## config.mk

```make
export PLATFORM = sky130hd
export DESIGN_NAME = stopwatch_timekeeper
export DESIGN_NICKNAME = d
export VERILOG_FILES = /design/src/rtl/stopwatch_timekeeper_pkg.sv /design/src/rtl/stopwatch_timekeeper_tick_divider.sv /design/src/rtl/stopwatch_timekeeper.sv
export SDC_FILE = /design/constraint.sdc
export NUM_CORES = 1
export LEC_CHECK = 0
export ABC_AREA = 1
export CORE_MARGIN = 1
export CORE_UTILIZATION = 25
export DETAILED_ROUTE_END_ITERATION = 6
export SKIP_CTS_REPAIR_TIMING = 1
export SLEW_MARGIN = 20
export SYNTH_ARGS = -nofsm -noshare
export SYNTH_HDL_FRONTEND = slang
export SYNTH_SLANG_ARGS = --single-unit
```

## constraint.sdc

```tcl
create_clock -name clock -period 7.96 [get_ports clock]
set_clock_uncertainty 0.2 [all_clocks]
set_input_delay 1.592 -clock clock [delete_from_list [all_inputs] [get_ports clock]]
set_output_delay 1.592 -clock clock [all_outputs]
set_load 0.005 [all_outputs]
```

## src/rtl/stopwatch_timekeeper_pkg.sv

```systemverilog
// Shared types and limits for the stopwatch timekeeper.
// Holds the FSM state, the time-of-count bundle and its increment rule.
package stopwatch_timekeeper_pkg;

    typedef enum logic [1:0] {
        IDLE   = 2'd0,
        RUN    = 2'd1,
        PAUSED = 2'd2,
        LAP    = 2'd3
    } sw_state_e;

    localparam int unsigned CS_MAX  = 99;
    localparam int unsigned SEC_MAX = 59;
    localparam int unsigned MIN_MAX = 59;
    localparam int unsigned HR_MAX  = 23;

    typedef struct packed {
        logic [4:0] hr;
        logic [5:0] min;
        logic [5:0] sec;
        logic [6:0] cs;
    } sw_time_t;

    // One centisecond step with full ripple carry and day wrap.
    function automatic sw_time_t time_inc(sw_time_t t);
        sw_time_t r;
        r = t;
        if (t.cs != 7'(CS_MAX)) begin
            r.cs = t.cs + 7'd1;
        end else begin
            r.cs = '0;
            if (t.sec != 6'(SEC_MAX)) begin
                r.sec = t.sec + 6'd1;
            end else begin
                r.sec = '0;
                if (t.min != 6'(MIN_MAX)) begin
                    r.min = t.min + 6'd1;
                end else begin
                    r.min = '0;
                    if (t.hr != 5'(HR_MAX)) r.hr = t.hr + 5'd1;
                    else                    r.hr = '0;
                end
            end
        end
        return r;
    endfunction

endpackage

```

## src/rtl/stopwatch_timekeeper_tick_divider.sv

```systemverilog
// Modulo-(TERMINAL+1) counter with enable and synchronous clear.
// Emits a one-cycle tick while enabled at terminal count.
module tick_divider #(
    parameter int unsigned TERMINAL = 9
) (
    input  logic clock,
    input  logic reset,
    input  logic enable,
    input  logic clear,
    output logic tick
);

    localparam int unsigned W = (TERMINAL > 0) ? $clog2(TERMINAL + 1) : 1;

    logic [W-1:0] count;

    assign tick = enable && (count == W'(TERMINAL));

    always_ff @(posedge clock or posedge reset) begin
        if (reset) begin
            count <= '0;
        end else if (clear) begin
            count <= '0;
        end else if (enable) begin
            count <= tick ? '0 : count + 1'b1;
        end
    end

endmodule

```

## src/rtl/stopwatch_timekeeper.sv

```systemverilog
// Stopwatch with run/pause/lap control and a free-running refresh toggle.
// Outputs are registered copies of the live count, frozen during LAP.
module stopwatch_timekeeper
    import stopwatch_timekeeper_pkg::*;
#(
    parameter int unsigned CLK_HZ     = 100_000_000,
    parameter int unsigned REFRESH_HZ = 1000
) (
    input  logic       clock,
    input  logic       reset,
    input  logic       start_stop,
    input  logic       lap_clear,
    output logic [4:0] hours,
    output logic [5:0] minutes,
    output logic [5:0] seconds,
    output logic [6:0] centiseconds,
    output logic       clock_refresh,
    output logic       running
);

    localparam int unsigned CS_TERM  = CLK_HZ / 100 - 1;
    localparam int unsigned REF_TERM = CLK_HZ / (2 * REFRESH_HZ) - 1;

    sw_state_e state;
    sw_state_e state_next;
    logic      run_en;
    logic      idle_en;
    logic      lap_entry;
    logic      cs_tick;
    logic      ref_tick;
    sw_time_t  live_q;
    sw_time_t  lap_q;
    sw_time_t  disp_q;
    logic      running_q;
    logic      refresh_q;

    always_ff @(posedge clock or posedge reset) begin
        if (reset) state <= IDLE;
        else       state <= state_next;
    end

    // start_stop has priority over lap_clear.
    always_comb begin
        state_next = state;
        if (start_stop) begin
            unique case (state)
                IDLE:   state_next = RUN;
                RUN:    state_next = PAUSED;
                PAUSED: state_next = RUN;
                LAP:    state_next = PAUSED;
            endcase
        end else if (lap_clear) begin
            unique case (state)
                IDLE:   state_next = IDLE;
                RUN:    state_next = LAP;
                PAUSED: state_next = IDLE;
                LAP:    state_next = RUN;
            endcase
        end
    end

    always_comb begin
        run_en    = (state == RUN) || (state == LAP);
        idle_en   = (state == IDLE);
        lap_entry = (state != LAP) && (state_next == LAP);
    end

    tick_divider #(
        .TERMINAL(CS_TERM)
    ) u_cs_div (
        .clock  (clock),
        .reset  (reset),
        .enable (run_en),
        .clear  (idle_en),
        .tick   (cs_tick)
    );

    tick_divider #(
        .TERMINAL(REF_TERM)
    ) u_ref_div (
        .clock  (clock),
        .reset  (reset),
        .enable (1'b1),
        .clear  (1'b0),
        .tick   (ref_tick)
    );

    always_ff @(posedge clock or posedge reset) begin
        if (reset) begin
            live_q <= '0;
        end else if (state_next == IDLE) begin
            live_q <= '0;
        end else if (cs_tick) begin
            live_q <= time_inc(live_q);
        end
    end

    always_ff @(posedge clock or posedge reset) begin
        if (reset) begin
            lap_q     <= '0;
            disp_q    <= '0;
            running_q <= 1'b0;
            refresh_q <= 1'b0;
        end else begin
            if (lap_entry) lap_q <= live_q;
            disp_q    <= (state == LAP) ? lap_q : live_q;
            running_q <= run_en;
            refresh_q <= refresh_q ^ ref_tick;
        end
    end

    assign hours         = disp_q.hr;
    assign minutes       = disp_q.min;
    assign seconds       = disp_q.sec;
    assign centiseconds  = disp_q.cs;
    assign clock_refresh = refresh_q;
    assign running       = running_q;

endmodule
```

## Word-level counts from Yosys, hierarchy flattened

Index checks and enable logic that the tools add are counted.

| storage, ports and cells | value |
|---|---|
| bits in registers | 112 |
| input port bits | 4 |

| operators by class | value |
|---|---|
| add/sub/neg operators | 6 |
| equal/unequal tests | 14 |
| muxes and demuxes | 18 |
| bitwise gates (word level) | 1 |
| reduce and logical (&&, ||, !) cells | 12 |

Operators by type and width:

| cell | number |
|---|---|
| 24-bit two-way mux | 3 |
| 20-bit two-way mux | 3 |
| 20-bit by 1-bit adder with 20-bit output, second input constant | 1 |
| 20-bit == test, second input constant | 1 |
| 17-bit two-way mux | 1 |
| 16-bit by 1-bit adder with 16-bit output, second input constant | 1 |
| 16-bit == test, second input constant | 1 |
| 16-bit two-way mux | 1 |
| 6-bit by 1-bit adder with 6-bit output, second input constant | 2 |
| 6-bit two-way mux | 2 |
| 6-bit inequality test, second input constant | 2 |
| 11-bit two-way mux | 1 |
| 5-bit two-way mux | 2 |
| 2-bit inequality test, second input constant | 4 |
| 7-bit by 1-bit adder with 7-bit output, second input constant | 1 |
| 7-bit two-way mux | 1 |
| 7-bit inequality test, second input constant | 1 |
| 2-bit == test, second input constant | 3 |
| 2-bit one-hot mux with 3 select lines | 1 |
| 5-bit by 1-bit adder with 5-bit output, second input constant | 1 |
| 5-bit inequality test, second input constant | 1 |
| 2-bit logical NOT | 2 |
| 2-bit two-way mux | 2 |
| 2-bit one-hot mux with 2 select lines | 1 |
| other kinds (9) | 12 |

## Depth between registers and ports, before layout

Gate-level depths: netlist of run 1.

| depth | value |
|---|---|
| depth in word-level cells | 8 |
| gate-level depth with buffers | 11 |
| depth with buffers taken out | 9 |

## By module

Synthesis of run 1 repeated with hierarchy kept, for this count alone.

| second synthesis, totals | value |
|---|---|
| cell total of the unflattened synthesis | 737 |
| area, all modules | 5794.3 um2 |

By module, submodules not included:

| module | times used | cells each | area each (um2) | sequential area each (um2) |
|---|---|---|---|---|
| stopwatch_timekeeper | 1 | 399 | 3423.3 | 1901.8 |
| tick_divider at u_cs_div | 1 | 190 | 1322.5 | 500.5 |
| tick_divider at u_ref_div | 1 | 148 | 1048.5 | 400.4 |

## Worst setup path before layout of run 1

No wires, ideal clock.

| timing path | value |
|---|---|
| path kind | input -> register |
| start | input lap_clear |
| end | register live_q[11] in the netlist's numbering |
| arrival | 2460 ps |
| required time | 7686 ps |
| setup slack | 5226 ps |
| stages on the path | 7 |
| path buffers | 2 |
| cells stage by stage | inv_1 > nand2_1 > nand3_4 > buf_4 > buf_2 > nand4_1 > o21ai_2 |

| on the way | value |
|---|---|
| longest elaborated chain between the ends | 5 |
| elaborated cells on any way between the ends | 7 |
| those cells by class | eq/ne (1); mux (3); reduce/logical (3) |

RTL lines:

| what | RTL line | source |
|---|---|---|
| from (decl) | stopwatch_timekeeper.sv:12 | `input logic lap_clear,` |
| 2-bit two-way mux * | stopwatch_timekeeper.sv:52 | `end else if (lap_clear) begin` |
| 2-bit two-way mux * | stopwatch_timekeeper.sv:45 | `if (start_stop) begin` |
| 2-bit logical NOT * | stopwatch_timekeeper.sv:91 | `end else if (state_next == IDLE) begin` |
| 2-bit inequality test (no line) or 2-bit nonzero test (tied branches) | - |  |
| 2-bit AND reduction (no line) | - |  |
| to (signal assigned) | stopwatch_timekeeper.sv:94 | `live_q <= time_inc(live_q);` |
| to (decl) | stopwatch_timekeeper.sv:31 | `sw_time_t live_q;` |

Every way passes the cells marked *; elsewhere a longest branch is shown, timed or not.
A chain may end at the register's enable or synchronous reset.

## Final worst setup path of run 1

| timing path | value |
|---|---|
| start | input start_stop |
| end | register live_q[11] in the netlist's numbering |

| on the way | value |
|---|---|
| longest elaborated chain between the ends | 4 |
| elaborated cells on any way between the ends | 6 |
| those cells by class | eq/ne (1); mux (2); reduce/logical (3) |

RTL lines:

| what | RTL line | source |
|---|---|---|
| from (decl) | stopwatch_timekeeper.sv:11 | `input logic start_stop,` |
| 2-bit two-way mux * | stopwatch_timekeeper.sv:45 |  |
| 2-bit logical NOT * | stopwatch_timekeeper.sv:91 |  |
| 2-bit inequality test (no line) or 2-bit nonzero test (tied branches) | - |  |
| 2-bit AND reduction (no line) | - |  |

Marks and branches as above.

==> report_table.html, run 1 <==
<table>
<tr><th>Metric</th><th>Value</th></tr>
<tr><th colspan="2">Cells and area</th></tr>
<tr><td>Post-Layout Inst Area</td><td>0.00647 sq mm</td></tr>
<tr><td>Most common cell after layout, fill and taps aside</td><td>sky130_fd_sc_hd__nand2_1</td></tr>
<tr><td>Combined flip-flop and latch cell area</td><td>0.00280 sq mm</td></tr>
<tr><td>Layout overhead on the synthesized area</td><td>14.3%</td></tr>
<tr><td>Footprint of the multi-input gates</td><td>0.00239 sq mm</td></tr>
<tr><td>Fraction of final layout cells with drive strength greater than 1</td><td>10.1%</td></tr>
<tr><td>Final-layout fill cell count</td><td>2348</td></tr>
<tr><td>Final core utilization</td><td>29.4%</td></tr>
<tr><td>Leading cell types in the layout, fill and taps excluded</td><td>sky130_fd_sc_hd__nand2_1, sky130_fd_sc_hd__dfrtp_1, sky130_fd_sc_hd__inv_1</td></tr>
<tr><td>Number of antenna repair diodes</td><td>0</td></tr>
<tr><td>Nets@finish</td><td>715</td></tr>
<tr><th colspan="2">Pwr</th></tr>
<tr><td>Post-layout power</td><td>0.00165 W</td></tr>
<tr><td>Maximum resistive drop on vdd</td><td>0.0954 mV</td></tr>
<tr><td>Lkg Pwr</td><td>3.11 nW</td></tr>
<tr><td>Power per cell area</td><td>254 mW/mm^2</td></tr>
<tr><th colspan="2">Clock tree</th></tr>
<tr><td>Clock slew at the register clock pins of the worst setup and hold paths</td><td>0.07 ns</td></tr>
<tr><td>Number of levels the H-tree was split into</td><td>3</td></tr>
<tr><td>Root buffer selected by CTS</td><td>sky130_fd_sc_hd__clkbuf_16</td></tr>
<tr><td>CTS sink cnt</td><td>112</td></tr>
<tr><td>Clock Latency Late Sink</td><td>0.35 ns</td></tr>
<tr><td>Clock tree from TritonCTS</td><td>done</td></tr>
<tr><td>Number of buffers added by the clock tree synthesis step</td><td>9</td></tr>
<tr><td>Buffers from clock root to sink, at most</td><td>2</td></tr>
<tr><th colspan="2">Critical path</th></tr>
<tr><td>Kind of capture point of the worst setup path</td><td>flip-flop</td></tr>
<tr><td>Category of the critical setup timing path</td><td>primary input to flip-flop</td></tr>
<tr><td>Critical path startpoint category</td><td>primary input</td></tr>
<tr><td>Worst-path fanout max</td><td>23</td></tr>
<tr><td>CP Data Arrival Time</td><td>3.21 ns</td></tr>
<tr><td>CP required</td><td>8.00 ns</td></tr>
<tr><th colspan="2">Detailed routing</th></tr>
<tr><td>Number of DRC violations after detailed-routing iteration 0</td><td>257</td></tr>
<tr><td>Ratio of routed vias to standard cells</td><td>4.27</td></tr>
<tr><td>DRC violation count after routing</td><td>0</td></tr>
<tr><td>Final antenna-violating net count</td><td>0</td></tr>
<tr><td>Iteration count of the initial detailed-routing pass</td><td>6</td></tr>
<tr><td>Final wirelength</td><td>11300 um</td></tr>
<tr><td>Total via count after detailed routing</td><td>4232</td></tr>
<tr><td>Routed WL per cell</td><td>11.5 um</td></tr>
<tr><th colspan="2">Yosys</th></tr>
<tr><td>Average cell area after synthesis</td><td>8.28 sq um</td></tr>
<tr><td>Syn Std Cell Area</td><td>0.00566 sq mm</td></tr>
<tr><td>Sequential fraction of the synthesis area</td><td>49.5%</td></tr>
<tr><td>#FFs+latches synth</td><td>112</td></tr>
<tr><td>Gate count after technology mapping</td><td>684</td></tr>
<tr><td>Synthesized netlist net count</td><td>694</td></tr>
<tr><td>Library cells used by synthesis</td><td>37</td></tr>
<tr><td>Count of synthesis-stage warnings from yosys</td><td>0</td></tr>
<tr><th colspan="2">Die</th></tr>
<tr><td>Starting utilization of the core area</td><td>25.7%</td></tr>
<tr><td>Die Wd</td><td>152 um</td></tr>
<tr><td>Number of top-level pins</td><td>30</td></tr>
<tr><td>Row count</td><td>54</td></tr>
<tr><td>Area of the die</td><td>0.0233 sq mm</td></tr>
<tr><td>Die outline height</td><td>152 um</td></tr>
<tr><td>CORE AREA</td><td>0.0220 sq mm</td></tr>
<tr><th colspan="2">STA</th></tr>
<tr><td>Number of endpoints failing setup at the final stage</td><td>0</td></tr>
<tr><td>Final min period</td><td>3.17 ns</td></tr>
<tr><td>Setup total negative slack</td><td>0 ns</td></tr>
<tr><td>Worst Slack Setup Final</td><td>4.79 ns</td></tr>
<tr><td>RSZ-0062 raised after global routing</td><td>false</td></tr>
<tr><td>Max Clock Freq</td><td>0.316 GHz</td></tr>
<tr><td>Transition time at the pin with the least slew margin</td><td>0.794 ns</td></tr>
<tr><td>Final-report hold violation count</td><td>0</td></tr>
<tr><td>Total count of max-transition violations in the final report</td><td>0</td></tr>
<tr><td>Worst max-slew margin expressed relative to the limit</td><td>47.1%</td></tr>
<tr><td>Final clock period utilization by the worst path</td><td>39.8%</td></tr>
<tr><th colspan="2">Global routing</th></tr>
<tr><td>First-pass GRT wire length</td><td>20100 um</td></tr>
<tr><td>Number of antenna violations at the first check in global routing</td><td>0</td></tr>
<tr><td>Number of global-route vias before repair</td><td>4095</td></tr>
<tr><td>Residual overflow from global routing</td><td>0</td></tr>
<tr><td>Largest net degree at the start of global routing</td><td>64</td></tr>
<tr><td>Total GRT Usage</td><td>10.6%</td></tr>
<tr><th colspan="2">Placed design</th></tr>
<tr><td>Worst setup slack before clock tree synthesis</td><td>4.36 ns</td></tr>
<tr><td>Half-perimeter wire length of the detailed placement result</td><td>7660 um</td></tr>
<tr><td>Gpl congestion</td><td>0.801</td></tr>
<tr><td>Port Buf Inserts</td><td>29</td></tr>
<tr><td>Post-placement cell area</td><td>0.00619 sq mm</td></tr>
<tr><th colspan="2">Job</th></tr>
<tr><td>Max capacitance violation total</td><td>0</td></tr>
<tr><th colspan="2">Worst hold path</th></tr>
<tr><td>Min-Delay Path Class</td><td>flip-flop to flip-flop</td></tr>
<tr><th colspan="2">Status</th></tr>
<tr><td>Outcome</td><td>finished, final reports clean</td></tr>
</table>
[final timing paths]
kind / slack (ns) / end / from / cells past startpoint
worst max-delay path: 4.79 / live_q[11] / start_stop / 7
worst min-delay path: 0.27 / u_ref_div.count[0] / u_ref_div.count[0] / 1
worst max register to register: 6.01 / live_q[21] / live_q[13] / 8
worst min register to register: 0.27 / u_ref_div.count[0] / u_ref_div.count[0] / 1
max in group asynchronous: 4.88 / live_q[21] / reset / 3
min in group asynchronous: 1.54 / u_ref_div.count[10] / reset / 2
[state kept, by name, indices dropped and copies added, names as in the netlist]
register         flops
live_q              24
minutes              6
u_ref_div.count     16
lap_q               24
centiseconds         7
hours                5
seconds              6
u_cs_div.count      20
running              1
state                2
clock_refresh        1
[Yosys cell counts, drive strengths merged]
| cell type | instances | area [sq um] |
|---|---|---|
| a21oi | 28 | 140 |
| and2 | 1 | 6.26 |
| buf | 17 | 123 |
| clkbuf | 6 | 22.5 |
| clkinv | 1 | 3.75 |
| dfrtp | 112 | 2800 |
| ha | 6 | 75.1 |
| inv | 85 | 319 |
| nand2 | 183 | 751 |
| nand3 | 45 | 280 |
| nand3b | 4 | 50.1 |
| nand4 | 25 | 156 |
| nor2 | 81 | 334 |
| nor3 | 7 | 51.3 |
| nor3b | 2 | 15.0 |
| o21ai | 58 | 343 |
| o21bai | 2 | 15.0 |
| o22ai | 4 | 25.0 |
| xnor2 | 1 | 8.76 |
| xor2 | 16 | 140 |
[cell families (layout without fill, tap and decap cells)]
kind of cell               Yosys count  in the layout  synth area share (%)
AOI/OAI and AO/OA                   92             92                  9.24
xor gates and xnor gates            17             17                  2.63
adders and majority gates            6              6                  1.33
buffers and inverters              109            135                  8.26
DFF                                112            112                  49.5
and+or+nand+nor                    348            348                  29.0
[power breakdown]
| group | switching [W] | total [W] | internal [W] |
|---|---|---|---|
| clock | 0.000213 | 0.000445 | 0.000232 |
| sequential | 0.0000820 | 0.000765 | 0.000683 |
| combinational | 0.000244 | 0.000437 | 0.000193 |
[critical path, cell delays in order]
cell                              delay, ns
sky130_fd_sc_hd__clkdlybuf4s50_1       0.49
sky130_fd_sc_hd__inv_1                 0.17
sky130_fd_sc_hd__nand3_4               0.30
sky130_fd_sc_hd__nand2_2               0.31
sky130_fd_sc_hd__nand2_4               0.16
sky130_fd_sc_hd__nand2_1               0.11
sky130_fd_sc_hd__o21ai_2               0.05
[metal layers]
metal	track usage [%]	vias to the layer above	routed length, um
li1	-	2219	-
met1	14.6	1960	5790
met2	16.4	43	5010
met3	2.36	10	380
met4	3.46	0	153
met5	0	-	0
[cell type report]
type | instances | share of cell area [%]
Timing Repair Buffer | 33 | 4.95
Inverter | 86 | 5.03
Clock inverter | 3 | 0.348
Tap cell | 280 | 5.41
Sequential cell | 112 | 43.3
Multi-Input combinational cell | 463 | 36.9
Clock buffer | 13 | 4.02
[through the flow]
stage | std cells | hold WS [ns]
3_3_place_gp | 974 | 0.257
4_1_cts | 990 | 0.268
2_1_floorplan | 684 | 0.233
6_report | 990 | 0.266
5_1_grt | 990 | 0.289
3_5_place_dp | 974 | 0.258
No activity file was read; power rests on OpenSTA's default activity.
==> run 2, diff against run 1 <==
==> constraint.sdc (replaced) <==
create_clock -name clock -period 3.1 [get_ports clock]
set_clock_uncertainty 0.2 [all_clocks]
set_input_delay 0.62 -clock clock [delete_from_list [all_inputs] [get_ports clock]]
set_output_delay 0.62 -clock clock [all_outputs]
set_load 0.005 [all_outputs]
==> run 2 against run 1 <==
Net effect:
- critical endpoint unchanged
- register-to-register slack worse by 4.8 ns
- via count is 1.5% higher
- non-clock buffer count rose by 3
- cell count grew 0.30%
- final area is 1.9% higher
- worst hold slack got worse by 0.0035 ns
- the run now ends with design-rule violations left
- critical path type unchanged
- total power increased to 2.7 times the previous value
- flip-flop and latch count unchanged
- first-iteration DRC count up 11%
- sequential share of layout area down 0.80 points
- die area did not move
- critical path depth stayed put
==> report_table.html, run 2 (same netlist as run 1, synthesis figures left out) <==
<table>
<tr><th>Metric</th><th>Value</th></tr>
<tr><th colspan="2">STA</th></tr>
<tr><td>Final clock period utilization by the worst path</td><td>70.7%</td></tr>
<tr><td>Final min period</td><td>2.19 ns</td></tr>
<tr><td>Total count of max-transition violations in the final report</td><td>0</td></tr>
<tr><td>RSZ-0062 raised after global routing</td><td>false</td></tr>
<tr><td>Worst max-slew margin expressed relative to the limit</td><td>54.8%</td></tr>
<tr><td>Number of endpoints failing setup at the final stage</td><td>0</td></tr>
<tr><td>Setup total negative slack</td><td>0 ns</td></tr>
<tr><td>Transition time at the pin with the least slew margin</td><td>0.676 ns</td></tr>
<tr><td>Max Clock Freq</td><td>0.457 GHz</td></tr>
<tr><td>Final-report hold violation count</td><td>0</td></tr>
<tr><th colspan="2">Worst hold path</th></tr>
<tr><td>Hold Crit Depth</td><td>1</td></tr>
<tr><td>Worst hold path startpoint</td><td>u_ref_div.count[0]</td></tr>
<tr><td>Min-Delay Path Class</td><td>flip-flop to flip-flop</td></tr>
<tr><td>Endpoint with the worst hold slack</td><td>u_ref_div.count[0]</td></tr>
<tr><th colspan="2">Critical path</th></tr>
<tr><td>Kind of capture point of the worst setup path</td><td>flip-flop</td></tr>
<tr><td>Cells on worst reg2reg path</td><td>6</td></tr>
<tr><td>CP required</td><td>3.15 ns</td></tr>
<tr><td>Worst-path fanout max</td><td>23</td></tr>
<tr><td>Worst setup slack for register-to-register paths</td><td>1.19 ns</td></tr>
<tr><td>Category of the critical setup timing path</td><td>primary input to flip-flop</td></tr>
<tr><td>Critical path startpoint category</td><td>primary input</td></tr>
<tr><td>Worst reg2reg startpoint</td><td>live_q[7]</td></tr>
<tr><td>Reg-to-reg critical path endpoint</td><td>live_q[23]</td></tr>
<tr><td>CP Data Arrival Time</td><td>2.24 ns</td></tr>
<tr><th colspan="2">Clock tree</th></tr>
<tr><td>Root buffer selected by CTS</td><td>sky130_fd_sc_hd__clkbuf_16</td></tr>
<tr><td>Number of levels the H-tree was split into</td><td>3</td></tr>
<tr><td>Clock slew at the register clock pins of the worst setup and hold paths</td><td>0.08 ns</td></tr>
<tr><td>Clock Latency Late Sink</td><td>0.36 ns</td></tr>
<tr><td>Number of buffers added by the clock tree synthesis step</td><td>9</td></tr>
<tr><td>Buffers from clock root to sink, at most</td><td>2</td></tr>
<tr><td>Clock tree from TritonCTS</td><td>done</td></tr>
<tr><td>CTS sink cnt</td><td>112</td></tr>
<tr><th colspan="2">Placed design</th></tr>
<tr><td>Port Buf Inserts</td><td>29</td></tr>
<tr><td>Half-perimeter wire length of the detailed placement result</td><td>7910 um</td></tr>
<tr><td>Post-placement cell area</td><td>0.00626 sq mm</td></tr>
<tr><td>Gpl congestion</td><td>0.818</td></tr>
<tr><th colspan="2">Status</th></tr>
<tr><td>Failing checks</td><td>design-rule violations</td></tr>
<tr><td>Outcome</td><td>finished, violations left</td></tr>
<tr><th colspan="2">Global routing</th></tr>
<tr><td>First-pass GRT wire length</td><td>19900 um</td></tr>
<tr><td>Number of global-route vias before repair</td><td>4165</td></tr>
<tr><td>Residual overflow from global routing</td><td>0</td></tr>
<tr><td>Number of antenna violations at the first check in global routing</td><td>0</td></tr>
<tr><td>Total GRT Usage</td><td>10.4%</td></tr>
<tr><td>Largest net degree at the start of global routing</td><td>43</td></tr>
<tr><th colspan="2">Cells and area</th></tr>
<tr><td>Most common cell after layout, fill and taps aside</td><td>sky130_fd_sc_hd__nand2_1</td></tr>
<tr><td>Number of antenna repair diodes</td><td>0</td></tr>
<tr><td>Fraction of final layout cells with drive strength greater than 1</td><td>10.8%</td></tr>
<tr><td>Nets@finish</td><td>718</td></tr>
<tr><td>Final-layout fill cell count</td><td>2346</td></tr>
<tr><td>Leading cell types in the layout, fill and taps excluded</td><td>sky130_fd_sc_hd__nand2_1, sky130_fd_sc_hd__dfrtp_1, sky130_fd_sc_hd__inv_1</td></tr>
<tr><td>Leading registers by flop count</td><td>lap_q (24), live_q (24), u_cs_div.count (20)</td></tr>
<tr><td>Layout overhead on the synthesized area</td><td>16.5%</td></tr>
<tr><td>Post-Layout Inst Area</td><td>0.00659 sq mm</td></tr>
<tr><th colspan="2">Detailed routing</th></tr>
<tr><td>Total via count after detailed routing</td><td>4297</td></tr>
<tr><td>Routed WL per cell</td><td>11.1 um</td></tr>
<tr><td>Final antenna-violating net count</td><td>0</td></tr>
<tr><td>Iteration count of the initial detailed-routing pass</td><td>6</td></tr>
<tr><td>Ratio of routed vias to standard cells</td><td>4.33</td></tr>
<tr><td>DRC violation count after routing</td><td>2</td></tr>
<tr><td>Final wirelength</td><td>11000 um</td></tr>
<tr><td>Number of DRC violations after detailed-routing iteration 0</td><td>286</td></tr>
<tr><th colspan="2">Pwr</th></tr>
<tr><td>Power per cell area</td><td>664 mW/mm^2</td></tr>
<tr><td>Lkg Pwr</td><td>3.16 nW</td></tr>
<tr><td>Maximum resistive drop on vdd</td><td>0.275 mV</td></tr>
<tr><th colspan="2">Die</th></tr>
<tr><td>Area of the die</td><td>0.0233 sq mm</td></tr>
<tr><td>Die outline height</td><td>152 um</td></tr>
<tr><td>Die Wd</td><td>152 um</td></tr>
<tr><td>Starting utilization of the core area</td><td>25.7%</td></tr>
<tr><td>CORE AREA</td><td>0.0220 sq mm</td></tr>
<tr><td>Number of top-level pins</td><td>30</td></tr>
<tr><td>Row count</td><td>54</td></tr>
<tr><th colspan="2">Job</th></tr>
<tr><td>Max capacitance violation total</td><td>0</td></tr>
</table>
## run 2: cell count changes in the layout (fill, tap and decap cells not counted)
cell / previous run / this run
sky130_fd_sc_hd__buf_12: 0 / 4
sky130_fd_sc_hd__inv_8: 0 / 3
sky130_fd_sc_hd__clkbuf_1: 2 / 0
sky130_fd_sc_hd__clkbuf_8: 2 / 0
sky130_fd_sc_hd__clkinv_8: 0 / 2
sky130_fd_sc_hd__buf_4: 4 / 3
sky130_fd_sc_hd__bufinv_16: 0 / 1
sky130_fd_sc_hd__clkinv_2: 1 / 0
sky130_fd_sc_hd__clkinvlp_4: 0 / 1
sky130_fd_sc_hd__inv_4: 1 / 0
sky130_fd_sc_hd__inv_6: 2 / 1
## run 2: how the worst max path moves through the flow
stage	startpoint	endpoint	slack, ns	depth (start not counted)
after global placement	lap_clear	live_q[12]	0.52	8
after detailed placement	lap_clear	live_q[11]	0.48	8
after global routing	lap_clear	live_q[12]	0.79	8
final	start_stop	live_q[11]	0.91	7
after CTS	lap_clear	live_q[11]	0.87	8
after floorplan	reset	centiseconds[0]	0.92	1
## run 2: area by class of cell
type                    instances  area (sq um)  area share (%)
clock inverters                 7           105            1.59
flip-flops and latches        112          2800            42.5
inverters                      86           327            4.95
multi-input cells             463          2390            36.3
well taps                     280           350            5.31
clock buffers                   9           225            3.42
repair buffers                 36           393            5.96
## run 2: where the power goes
group / internal [W] / leakage [nW] / switching [W]
logic: 0.000519 / 1.51 / 0.000625
clock network: 0.000662 / 0.162 / 0.000612
registers: 0.00175 / 1.48 / 0.000207
total: 0.00293 / 3.16 / 0.00144
## run 2: worst max-delay path: stages
cell and delay [ns]:
sky130_fd_sc_hd__clkdlybuf4s50_1 0.51, sky130_fd_sc_hd__inv_1 0.18, sky130_fd_sc_hd__nand3_4 0.29, sky130_fd_sc_hd__nand2_2 0.30, sky130_fd_sc_hd__nand2_4 0.16, sky130_fd_sc_hd__nand2_1 0.11
sky130_fd_sc_hd__o21ai_2 0.05
## run 2: through the flow
step	util, %	power, W	setup slack, ns	std cells	hold WS [ns]
floorplan	-	0.00269	0.923	684	0.233
global placement	28.4	0.00314	0.521	977	0.254
detailed placement	28.4	0.00316	0.480	977	0.256
CTS	29.9	0.00446	0.873	993	0.267
global route	29.9	0.00468	0.789	993	0.280
finish	29.9	0.00438	0.910	993	0.262
## run 2: per-layer routing
layer / global-route usage (%) / routed length [um] / up-vias
met3: 2.13 / 298 / 9
met5: 0 / 0 / -
met1: 13.6 / 5480 / 2023
li1: - / - / 2224
met4: 3.66 / 141 / 0
met2: 17.1 / 5120 / 41
==> run 3, diff against run 2 <==
==> constraint.sdc (replaced) <==
create_clock -name clock -period 1.95 [get_ports clock]
set_clock_uncertainty 0.2 [all_clocks]
set_input_delay 0.39 -clock clock [delete_from_list [all_inputs] [get_ports clock]]
set_output_delay 0.39 -clock clock [all_outputs]
set_load 0.005 [all_outputs]
==> run 3 against run 2 <==
Net effect:
- the flow still finishes with violations (design-rule violations)
- wire length increased by 3.7%
- count of clock-buffer cells in the layout is the same
- clock power grew 49%
- sequential power up 56%
- first-iteration DRC count decreased by 13%
- via count increased by 1.3%
- die area stayed put
- core utilization rose by 0.68 points
- critical path type is now flip-flop to output pin
- largest power group unchanged
==> report_table.html, run 3 (same netlist as run 1, synthesis figures left out) <==
<table>
<tr><th>Metric</th><th>Value</th></tr>
<tr><th colspan="2">Die</th></tr>
<tr><td>Die outline height</td><td>152 um</td></tr>
<tr><td>Number of top-level pins</td><td>30</td></tr>
<tr><td>Starting utilization of the core area</td><td>25.7%</td></tr>
<tr><td>Die Wd</td><td>152 um</td></tr>
<tr><td>CORE AREA</td><td>0.0220 sq mm</td></tr>
<tr><td>Area of the die</td><td>0.0233 sq mm</td></tr>
<tr><td>Row count</td><td>54</td></tr>
<tr><th colspan="2">Global routing</th></tr>
<tr><td>Most utilized layer in the global route result</td><td>met2</td></tr>
<tr><td>Number of antenna violations at the first check in global routing</td><td>0</td></tr>
<tr><td>Number of global-route vias before repair</td><td>4212</td></tr>
<tr><td>Total GRT Usage</td><td>10.6%</td></tr>
<tr><td>Largest net degree at the start of global routing</td><td>37</td></tr>
<tr><td>GRT met1 Usage</td><td>14.3%</td></tr>
<tr><td>Met2 track utilization from global routing</td><td>16.9%</td></tr>
<tr><td>Met3 capacity usage during global routing</td><td>1.54%</td></tr>
<tr><td>Residual overflow from global routing</td><td>0</td></tr>
<tr><td>First-pass GRT wire length</td><td>20200 um</td></tr>
<tr><th colspan="2">Critical path</th></tr>
<tr><td>Series of cell instances along the critical path</td><td>clkdlybuf4s50_1</td></tr>
<tr><td>Worst-path fanout max</td><td>2</td></tr>
<tr><td>Kind of capture point of the worst setup path</td><td>output pin</td></tr>
<tr><td>Cells on worst reg2reg path</td><td>8</td></tr>
<tr><td>Kind of cell adding the most delay to the critical path</td><td>buffers and inverters</td></tr>
<tr><td>Worst setup slack for register-to-register paths</td><td>0.14 ns</td></tr>
<tr><td>Buffers and inverters on the worst path</td><td>1</td></tr>
<tr><td>Worst path slowest cell</td><td>sky130_fd_sc_hd__clkdlybuf4s50_1</td></tr>
<tr><td>CP required</td><td>1.36 ns</td></tr>
<tr><td>Critical path startpoint category</td><td>flip-flop</td></tr>
<tr><td>CP Data Arrival Time</td><td>1.23 ns</td></tr>
<tr><td>Reg-to-reg critical path endpoint</td><td>live_q[12]</td></tr>
<tr><td>Worst reg2reg startpoint</td><td>u_cs_div.count[1]</td></tr>
<tr><td>Category of the critical setup timing path</td><td>flip-flop to output pin</td></tr>
<tr><td>Critical path's largest stage delay</td><td>0.51 ns</td></tr>
<tr><th colspan="2">Clock tree</th></tr>
<tr><td>Buffers from clock root to sink, at most</td><td>2</td></tr>
<tr><td>Root buffer selected by CTS</td><td>sky130_fd_sc_hd__clkbuf_16</td></tr>
<tr><td>Clock tree from TritonCTS</td><td>done</td></tr>
<tr><td>CTS sink cnt</td><td>112</td></tr>
<tr><td>Clock slew at the register clock pins of the worst setup and hold paths</td><td>0.08 ns</td></tr>
<tr><td>Clock Latency Late Sink</td><td>0.36 ns</td></tr>
<tr><td>Number of levels the H-tree was split into</td><td>3</td></tr>
<tr><td>Number of buffers added by the clock tree synthesis step</td><td>9</td></tr>
<tr><th colspan="2">Status</th></tr>
<tr><td>Outcome</td><td>finished, violations left</td></tr>
<tr><td>Failing checks</td><td>design-rule violations</td></tr>
<tr><th colspan="2">Detailed routing</th></tr>
<tr><td>Final antenna-violating net count</td><td>0</td></tr>
<tr><td>Number of DRC violations after detailed-routing iteration 0</td><td>249</td></tr>
<tr><td>Total via count after detailed routing</td><td>4354</td></tr>
<tr><td>Ratio of routed vias to standard cells</td><td>4.28</td></tr>
<tr><td>Iteration count of the initial detailed-routing pass</td><td>7</td></tr>
<tr><td>Final wirelength</td><td>11400 um</td></tr>
<tr><td>Routed WL per cell</td><td>11.3 um</td></tr>
<tr><td>DRC violation count after routing</td><td>2</td></tr>
<tr><th colspan="2">STA</th></tr>
<tr><td>RSZ-0062 raised after global routing</td><td>false</td></tr>
<tr><td>Minimum hold slack</td><td>0.169 ns</td></tr>
<tr><td>Final min period</td><td>1.82 ns</td></tr>
<tr><td>Final clock period utilization by the worst path</td><td>93.4%</td></tr>
<tr><td>Transition time at the pin with the least slew margin</td><td>0.389 ns</td></tr>
<tr><td>Number of endpoints failing setup at the final stage</td><td>0</td></tr>
<tr><td>Max Clock Freq</td><td>0.549 GHz</td></tr>
<tr><td>Worst max-slew margin expressed relative to the limit</td><td>74.0%</td></tr>
<tr><td>Total count of max-transition violations in the final report</td><td>0</td></tr>
<tr><td>Final-report hold violation count</td><td>0</td></tr>
<tr><th colspan="2">Placed design</th></tr>
<tr><td>Post-placement cell area</td><td>0.00643 sq mm</td></tr>
<tr><td>Gpl congestion</td><td>0.792</td></tr>
<tr><td>Port Buf Inserts</td><td>29</td></tr>
<tr><td>Half-perimeter wire length of the detailed placement result</td><td>8240 um</td></tr>
<tr><th colspan="2">Pwr</th></tr>
<tr><td>Power per cell area</td><td>1040 mW/mm^2</td></tr>
<tr><td>Lkg Pwr</td><td>3.26 nW</td></tr>
<tr><td>Maximum resistive drop on vdd</td><td>0.536 mV</td></tr>
<tr><th colspan="2">Job</th></tr>
<tr><td>Max capacitance violation total</td><td>0</td></tr>
<tr><th colspan="2">Cells and area</th></tr>
<tr><td>Layout overhead on the synthesized area</td><td>19.1%</td></tr>
<tr><td>Number of antenna repair diodes</td><td>0</td></tr>
<tr><td>Final-layout fill cell count</td><td>2337</td></tr>
<tr><td>Most common cell after layout, fill and taps aside</td><td>sky130_fd_sc_hd__nand2_1</td></tr>
<tr><td>Fraction of final layout cells with drive strength greater than 1</td><td>13.7%</td></tr>
<tr><td>Nets@finish</td><td>742</td></tr>
<tr><td>Combined flip-flop and latch cell area</td><td>0.00280 sq mm</td></tr>
<tr><td>Leading registers by flop count</td><td>lap_q (24), live_q (24), u_cs_div.count (20)</td></tr>
<tr><td>Post-Layout Inst Area</td><td>0.00674 sq mm</td></tr>
<tr><td>Footprint of the multi-input gates</td><td>0.00239 sq mm</td></tr>
<tr><td>Leading cell types in the layout, fill and taps excluded</td><td>sky130_fd_sc_hd__nand2_1, sky130_fd_sc_hd__dfrtp_1, sky130_fd_sc_hd__inv_1</td></tr>
<tr><th colspan="2">Worst hold path</th></tr>
<tr><td>Min-Delay Path Class</td><td>primary input to asynchronous set/reset pin</td></tr>
</table>
==> run 3: cell types whose count changed in the layout (fill, tap and decap cells not counted) <==
cell	previous run	this run
sky130_fd_sc_hd__buf_4	3	28
sky130_fd_sc_hd__clkinv_8	2	3
sky130_fd_sc_hd__inv_8	3	1
sky130_fd_sc_hd__buf_12	4	3
sky130_fd_sc_hd__inv_6	1	0
sky130_fd_sc_hd__clkinv_4	0	3
sky130_fd_sc_hd__bufinv_16	1	0
==> run 3: worst max path at each step <==
stage                     from         endpoint  cells after the start
2_1_floorplan            reset  centiseconds[0]                      1
3_3_place_gp         lap_clear       live_q[16]                      9
3_5_place_dp         lap_clear       live_q[16]                      9
4_1_cts        centiseconds[5]  centiseconds[5]                      1
5_1_grt             live_q[13]       live_q[23]                      8
6_report         clock_refresh    clock_refresh                      1
==> run 3: where the power goes <==
| part | total (W) | switching, W | internal (W) |
|---|---|---|---|
| sequential | 0.00305 | 0.000262 | 0.00279 |
| combinational | 0.00204 | 0.00109 | 0.000947 |
| clock | 0.00189 | 0.000976 | 0.000918 |
==> run 3: area by class of cell <==
class | count | area share, %
Multi-Input combinational cell | 463 | 35.5
Inverter | 86 | 4.84
Clock inverter | 7 | 1.28
Tap cell | 280 | 5.20
Timing Repair Buffer | 60 | 8.31
Sequential cell | 112 | 41.6
Clock buffer | 9 | 3.34
==> run 3: per-stage QoR <==
stage	instances	util [%]	setup slack [ns]	power, W	setup TNS (ns)
6_report	1017	30.6	0.129	0.00698	0
5_1_grt	1017	30.6	0.00562	0.00744	0
4_1_cts	1017	30.6	0.0909	0.00711	0
3_5_place_dp	1001	29.2	-0.144	0.00517	-3.87
3_3_place_gp	1001	29.2	-0.136	0.00515	-3.40
2_1_floorplan	684	-	0.00255	0.00428	0
==> run 3: per-layer routing <==
metal	part of all wire [%]	up-vias
li1	-	2275
met3	2.1	10
met2	46	47
met1	50	2022
met5	0	-
met4	1.3	0
